===== config.mk =====
export PLATFORM = sky130hd
export DESIGN_NAME = hazard_src_check
export DESIGN_NICKNAME = d
export VERILOG_FILES = /design/src/rtl/hazard_pkg.sv /design/src/rtl/hazard_src_check.sv
export SDC_FILE = /design/constraint.sdc
export NUM_CORES = 1
export LEC_CHECK = 0
export CORE_AREA = 5 5 42 44
export DETAILED_ROUTE_END_ITERATION = 10
export DIE_AREA = 0 0 47 49
export PLACE_DENSITY = 0.73
export SETUP_SLACK_MARGIN = 0.4
export SLEW_MARGIN = 20
export SYNTH_ARGS = -nofsm -noshare
export SYNTH_HDL_FRONTEND = slang
export SYNTH_SLANG_ARGS = --single-unit

===== constraint.sdc =====
create_clock -name vclk -period 2.3
set_clock_uncertainty 0.2 [all_clocks]
set_input_delay 0.46 -clock vclk [all_inputs]
set_output_delay 0.46 -clock vclk [all_outputs]
set_load 0.005 [all_outputs]

===== src/rtl/hazard_pkg.sv =====
// Shared types and helpers for the pipeline hazard unit: stage records, forwarding
// select codes and the saturating Tnew decrement.
package hazard_pkg;

    localparam int TW = 2;

    localparam logic [1:0] FWD_NONE = 2'd0;
    localparam logic [1:0] FWD_E    = 2'd1;
    localparam logic [1:0] FWD_M    = 2'd2;
    localparam logic [1:0] FWD_W    = 2'd3;

    typedef struct packed {
        logic          wr;
        logic [4:0]    addr;
        logic [TW-1:0] tnew;
        logic [4:0]    rs;
        logic [4:0]    rt;
    } e_stage_t;

    typedef struct packed {
        logic          wr;
        logic [4:0]    addr;
        logic [TW-1:0] tnew;
        logic [4:0]    rt;
    } m_stage_t;

    typedef struct packed {
        logic       wr;
        logic [4:0] addr;
    } w_stage_t;

    // Tnew counts down one per stage but never wraps below zero.
    function automatic logic [TW-1:0] sat_dec(input logic [TW-1:0] x);
        if (x == {TW{1'b0}}) begin
            return {TW{1'b0}};
        end else begin
            return x - TW'(1);
        end
    endfunction

endpackage


===== src/rtl/hazard_src_check.sv =====
// Checks one D-stage source register against the E/M/W producers and returns the
// stall request plus the D-stage forwarding select for that source.
module hazard_src_check
    import hazard_pkg::*;
(
    input  logic [4:0]    src,
    input  logic          used,
    input  logic [TW-1:0] tuse,
    input  logic          e_wr,
    input  logic [4:0]    e_addr,
    input  logic [TW-1:0] e_tnew,
    input  logic          m_wr,
    input  logic [4:0]    m_addr,
    input  logic [TW-1:0] m_tnew,
    input  logic          w_wr,
    input  logic [4:0]    w_addr,
    output logic          stall_req,
    output logic [1:0]    fwd_sel
);

    logic match_e_s;
    logic match_m_s;
    logic match_w_s;

    assign match_e_s = e_wr && (e_addr == src) && (src != 5'd0);
    assign match_m_s = m_wr && (m_addr == src) && (src != 5'd0);
    assign match_w_s = w_wr && (w_addr == src) && (src != 5'd0);

    // Stall while a matching producer cannot deliver before this source is needed.
    always_comb begin
        stall_req = 1'b0;
        if (used && ((match_e_s && (e_tnew > tuse)) || (match_m_s && (m_tnew > tuse)))) begin
            stall_req = 1'b1;
        end else begin
            stall_req = 1'b0;
        end
    end

    // Nearest matching producer decides; one still computing blocks older copies.
    always_comb begin
        fwd_sel = FWD_NONE;
        if (match_e_s) begin
            fwd_sel = (e_tnew == {TW{1'b0}}) ? FWD_E : FWD_NONE;
        end else if (match_m_s) begin
            fwd_sel = (m_tnew == {TW{1'b0}}) ? FWD_M : FWD_NONE;
        end else if (match_w_s) begin
            fwd_sel = FWD_W;
        end else begin
            fwd_sel = FWD_NONE;
        end
    end

endmodule


* Yosys cells after proc, flatten, opt, wreduce, memory -nomap -nowiden
Cells that the tools add are included.
** Word-level totals
- Word-level logic and storage cells :: 24
- ROM bits :: 0
- Flip-flop bits (word level) :: 0
- Bits in latches :: 0
- Bits of input ports :: 30
- Output and inout port bits :: 3
- Memories kept :: 0
- Bits in writable memories :: 0
** Cells by class
- Divide/modulo/power cells :: 0
- Mux-type cells :: 6
- Add/sub/neg operators :: 0
- Reductions and logical operators :: 13
- Shift-type cells :: 0
- Order comparisons :: 2
- Eq/ne operators :: 3
- Bitwise operators :: 0
- Multiply operators :: 0
** Operators with widths (count)
- == test 5 bit :: 3
- logical AND 1 bit :: 9
- 2-to-1 mux 2 bit :: 4
- nonzero test 5 bit :: 1
- > comparator 2 bit :: 2
- logical NOT 2 bit :: 2
- 2-to-1 mux 1 bit :: 2
- logical OR 1 bit :: 1

* Longest topological paths before layout
Gate-level depths: netlist (run 1).
- Depth after elaboration :: 7
- Gate-level depth with buffers :: 6
- Mapped depth without buffers :: 6

* Worst setup path after synthesis (run 1)
Ideal clock, no wire load.
- Kind :: input to output
- Start point :: input src[2]
- End point :: output fwd_sel[1]
- Arrival time :: 1358 ps
- Path slack :: 282 ps
- Stages :: 4
- Path through :: xnor2_1 nand4_1 or4b_1 a21oi_1
** On the way
- Longest elaborated chain between the ends :: 6
- Elaborated cells between the ends (all ways) :: 13
- Those cells by class :: 3 x eq/ne; 3 x mux; 7 x reduce/logical
** Ends and longest elaborated chain
- start, declared :: RTL line hazard_src_check.sv:6 : input logic [4:0] src,
- == test 5 bit :: RTL line hazard_src_check.sv:27 : assign match_w_s = w_wr && (w_addr == src) && (src != 5'd0);
- logical AND 1 bit (2 in series) :: RTL line hazard_src_check.sv:27
- 2-to-1 mux 2 bit :: RTL line hazard_src_check.sv:46 : end else if (match_w_s) begin
- 2-to-1 mux 2 bit :: RTL line hazard_src_check.sv:44 : end else if (match_m_s) begin
- 2-to-1 mux 2 bit (*) :: RTL line hazard_src_check.sv:42 : if (match_e_s) begin
- end, declared :: RTL line hazard_src_check.sv:18 : output logic [1:0] fwd_sel
Mark *: on every way between the ends. The rest lies on a longest branch, timed or not.

* Final worst setup path (run 1)
- Start point :: input src[1]
- End point :: output fwd_sel[1]
The elaborated chain is that of the path after synthesis.

==> results.py, run 1 <==
metrics = {
    "status": {
        "outcome": "complete, no violations",
    },
    "cells_and_area": {
        "antenna_cells": 0,
        "final_cell_mix": "buf_6, xnor2_2, clkdlybuf4s15_1, buf_4, buf_2",
        "finalNonFillerCells": 109,
        "stdcell_area_um2": 952.2,
        "fillers": 108,
        "nets": 129,
        "design.seq.count": 0,
        "multi_input_area_um2": 493.0,
        "final_common_cell": "buf_6",
        "ff_latch_area_um2": 0,
        "drive_gt1_share_pct": 58.06,
        "clkbuf_count": 0,
        "area_growth_pct": 171.8,
    },
    "synthesis": {
        "synth_cells": 48,
        "synth.distinct_cells": 20,
        "avgSynthCellArea_um2": 7.299,
        "synth_nets": 82,
        "synth_seq_area_share_pct": 0,
        "netlist_area_um2": 350.3,
        "yosys_warnings": 0,
    },
    "placement": {
        "place_area_um2": 775.7,
        "io_buffers": 33,
        "place_congestion": 0.7131,
        "placedCellCount": 107,
        "place_hpwl_um": 1113,
    },
    "drt": {
        "wl_per_cell_um": 14.94,
        "detail-route-antenna-nets": 0,
        "vias": 509,
        "drc_errors": 0,
        "vias_per_cell": 4.670,
        "wirelength_um": 1628,
        "dr.first_iter.drc_count": 6,
        "dr.pass1.iters": 3,
    },
    "timing": {
        "slew_viol_final": 0,
        "max_freq_mhz": 436.8,
        "tightest_slew_ns": 0.2873,
        "setup_viol_count_final": 0,
        "final_hold_viol_count": 0,
        "period_needed_ns": 2.289,
        "min_period_over_period_pct": 99.53,
        "timing.slew.headroom_pct": 80.69,
        "rsz0062_at_grt": "true",
    },
    "worst_setup_path": {
        "cp-end-kind": "output pin",
        "crit_required_ns": 1.64,
        "critical_path_class": "primary input to output pin",
        "crit_chain": "buf_8 > buf_6 > xor2_2 > nor4_2 > o2111ai_2 > a21oi_1 > buf_2",
        "cp-start-kind": "primary input",
        "critical-path-top-delay-family": "compound AO/OA/AOI/OAI gates",
        "worstPathArrival_ns": 1.63,
        "crit_buf_inv": 3,
        "crit_slowest_cell": "nor4_2",
        "crit_fanout": 4,
        "cpPeakStageDelay_ns": 0.32,
    },
    "floorplan": {
        "start_util_pct": 25.00,
        "die-area_um2": 2303,
        "die_w_um": 47,
        "rows": 14,
        "placeableCoreArea_um2": 1401,
        "io_pins": 33,
        "die_y_um": 49,
    },
    "clocking": {
        "postCtsHoldBufs": 0,
    },
    "power_and_ir_drop": {
        "pwr_density_cell_nw_per_um2": 173.7,
        "p_leak_nw": 0.4220,
        "ir_worst_vdd_mv": 0.07755,
        "p_total_mw": 0.1654,
    },
    "global_routing": {
        "grt_pass1_vias": 533,
        "grt_pass1_wl_um": 2214,
        "antenna_found_initial": 0,
        "grt_max_degree": 5,
        "grt_overflow": 0,
        "grt.total_usage_pct": 12.42,
    },
    "job": {
        "maxCapViolations": 0,
    },
    "min_path": {
        "hold_class": "primary input to output pin",
    },
}
through the flow:
stage               setup slack (ns)  TNS (ns)  utilization [%]  hold WS, ns
CTS                          0.02084         0            62.50        1.159
finish                       0.01085         0            67.95        1.081
detailed placement           -0.8630    -2.500            55.36        1.664
floorplan                     0.2820         0                -       0.8099
global route                -0.04998  -0.08215            67.95        1.124
global placement             -0.8438    -2.441            55.36        1.659
cell type report:
class | count | area share [%]
multi-input combinational | 45 | 51.77
timing repair buffer | 45 | 44.68
tap | 16 | 2.102
inverter | 3 | 1.445
final timing paths:
kind	from	endpoint	cells after the start
hold / removal	e_tnew[1]	fwd_sel[0]	4
setup / recovery	src[1]	fwd_sel[1]	7
tightest hold or removal path: stages:
cell	delay, ns
clkbuf_2	0.09
or2_2	0.10
mux2i_1	0.05
buf_2	0.12
Yosys cell counts (all sizes together):
library cell / number / share of area (%)
inv: 3 / 3.2
nand4: 2 / 3.6
ha: 4 / 14
or4b: 1 / 2.9
nor4: 3 / 5.4
and2: 2 / 4.3
o21a: 1 / 2.1
nor2: 2 / 2.1
nand2: 5 / 5.4
a21oi: 1 / 1.4
xnor2: 11 / 27
or2: 1 / 1.8
o21ai: 2 / 2.9
xor2: 4 / 10
nor2b: 2 / 3.6
nor3: 2 / 4.3
o2111ai: 1 / 2.5
mux2i: 1 / 2.9
report_power, final:
part           total, mW  switching (mW)  internal (mW)
clock network          0               0              0
logic              0.165          0.0634          0.102
registers              0               0              0
total              0.165          0.0634          0.102
repair_timing:
item	4_1_cts	5_1_grt
endpoints found under the setup margin	3	3
pin swaps	33	14
resized for setup	123	15
setup buffers	1	1
per-layer routing:
layer	wire [um]	track usage (%)
met2	941	25.57
met5	0	0
met1	595	13.48
met4	0	0
met3	91	0.7380
cells by family after synthesis:
| logic type | Yosys count | share of synthesized area [%] |
|---|---|---|
| XOR/XNOR | 15 | 37.50 |
| adder cells (fa/ha/maj) | 4 | 14.29 |
| multiplexers | 1 | 2.857 |
| AO/OA/AOI/OAI | 5 | 8.929 |
| buffers and inverters | 3 | 3.214 |
| AND/OR/NAND/NOR | 20 | 33.22 |
Power figures use the tool's default switching activity.
==> inputs of run 2 (changes only) <==
Settings changed: CORE_AREA 5 5 42 44 to 8 8 45 47, DIE_AREA 0 0 47 49 to 0 0 53 55, GPL_TIMING_DRIVEN set to 0, PLACE_DENSITY 0.73 to 0.72.
==> run 2 against run 1 <==
Compared with the run above:
- the run now ends with setup timing left
- power fell by 17%
- first-iteration DRC count fell by 50%
- count of clock-buffer cells in the layout did not move
- combinational power fell by 16%
- worst setup slack got worse by 0.13 ns
- via count fell by 3.7%
- routed wire length fell by 3.9%
- sequential cell count did not move
- worst hold slack got worse by 0.0098 ns
- global-route usage fell by 2.3 points
- non-clock buffer count fell by 3
- sequential share of layout area did not move
- critical endpoint unchanged
==> results.py, run 2 (synthesized netlist as in run 1, its figures left out) <==
metrics = {
    "min_path": {
        "whs_path_depth": 4,
        "hold_class": "primary input to output pin",
    },
    "timing": {
        "setup_viol_count_final": 2,
        "timing.final.ws_setup_ns": -0.1220,
        "min_period_over_period_pct": 105.3,
        "period_needed_ns": 2.422,
        "hold_ws_ns": 1.071,
        "max_freq_mhz": 412.9,
        "timing.slew.headroom_pct": 81.39,
        "slew_viol_final": 0,
        "tightest_slew_ns": 0.2768,
        "rsz0062_at_grt": "true",
        "final_hold_viol_count": 0,
    },
    "global_routing": {
        "grt_pass1_wl_um": 2311,
        "grt_overflow": 0,
        "grt_pass1_vias": 522,
        "grt_max_degree": 5,
        "antenna_found_initial": 0,
        "grt.total_usage_pct": 10.08,
    },
    "cells_and_area": {
        "clkbuf_count": 0,
        "antenna_cells": 0,
        "nets": 126,
        "finalNonFillerCells": 106,
        "ff_latch_area_um2": 0,
        "area_growth_pct": 140.0,
        "stdcell_area_um2": 840.8,
        "final_common_cell": "buf_2",
        "final_cell_mix": "buf_2, xnor2_1, buf_4",
        "design.seq.count": 0,
        "drive_gt1_share_pct": 57.78,
    },
    "floorplan": {
        "die_y_um": 55,
        "die-area_um2": 2915,
        "rows": 14,
        "start_util_pct": 25.32,
        "die_w_um": 53,
        "placeableCoreArea_um2": 1384,
        "io_pins": 33,
    },
    "worst_setup_path": {
        "crit_required_ns": 1.64,
        "cp-start-kind": "primary input",
        "cp-end-kind": "output pin",
        "crit_fanout": 4,
        "worstPathArrival_ns": 1.76,
        "critical_path_class": "primary input to output pin",
    },
    "drt": {
        "wirelength_um": 1565,
        "vias": 490,
        "dr.first_iter.drc_count": 3,
        "drc_errors": 0,
        "dr.pass1.iters": 4,
        "detail-route-antenna-nets": 0,
        "vias_per_cell": 4.623,
        "wl_per_cell_um": 14.76,
    },
    "power_and_ir_drop": {
        "p_leak_nw": 0.3465,
        "ir_worst_vdd_mv": 0.06735,
        "pwr_density_cell_nw_per_um2": 163.8,
    },
    "placement": {
        "place_area_um2": 700.7,
        "place_hpwl_um": 1107,
        "place_congestion": 0.7775,
        "io_buffers": 33,
        "placedCellCount": 97,
    },
    "status": {
        "violations": "setup timing",
        "outcome": "finished, violations left",
    },
    "clocking": {
        "postCtsHoldBufs": 0,
    },
    "job": {
        "maxCapViolations": 0,
    },
}
==> run 2: changes by cell type in the layout (fill, tap and decap cells not counted), sizes merged <==
cell	change
buf	-2
clkbuf	+2
clkdlybuf4s15	-2
dlygate4sd2	-1
==> run 2: cell type report <==
| cell class | instances | area [um2] |
|---|---|---|
| fillers | 127 | 543.0 |
| inverters | 3 | 16.27 |
| multi-input cells | 45 | 467.9 |
| well taps | 16 | 20.02 |
| repair buffers | 42 | 336.6 |
==> run 2: critical path, stage by stage <==
cell	delay (ns)
buf_8	0.11
xor2_2	0.17
nor4_2	0.33
o2111ai_2	0.19
buf_4	0.17
buf_6	0.10
a21oi_2	0.11
buf_2	0.12
==> run 2: metrics by stage <==
stage	setup WS [ns]	TNS (ns)	power [mW]	util, %
finish	-0.1220	-0.1453	0.1377	60.76
CTS	-0.07340	-0.07340	0.1220	57.14
global placement	-0.8876	-2.289	0.1094	50.63
global route	-0.1777	-0.2796	0.1486	60.76
floorplan	0.2820	0	0.04322	-
detailed placement	-0.8984	-2.326	0.1120	50.63
==> run 2: worst paths after layout <==
check | startpoint | endpoint
worst max-delay path | src[0] | fwd_sel[1]
worst min-delay path | e_tnew[0] | fwd_sel[0]
==> run 2: where the power goes <==
part	internal [mW]	leakage (nW)	switching, mW
Combinational	0.0799	0.346	0.0578
Sequential	0	0	0
Clock	0	0	0
==> run 2: routing by layer <==
layer  GRT usage, %  part of all wire (%)  vias to the layer above
met1          10.26                    35                      224
met3          1.337                   4.7                        0
met4              0                     0                        0
li1               -                     -                      251
met2          21.88                    60                       15
met5              0                     0                        -
==> run 2: what timing repair did <==
| item | in CTS | in global routing |
|---|---|---|
| resized for setup | 115 | 13 |
| pin swaps | 31 | 12 |
| setup buffers | 7 | 2 |
| endpoints found under the setup margin | 3 | 3 |
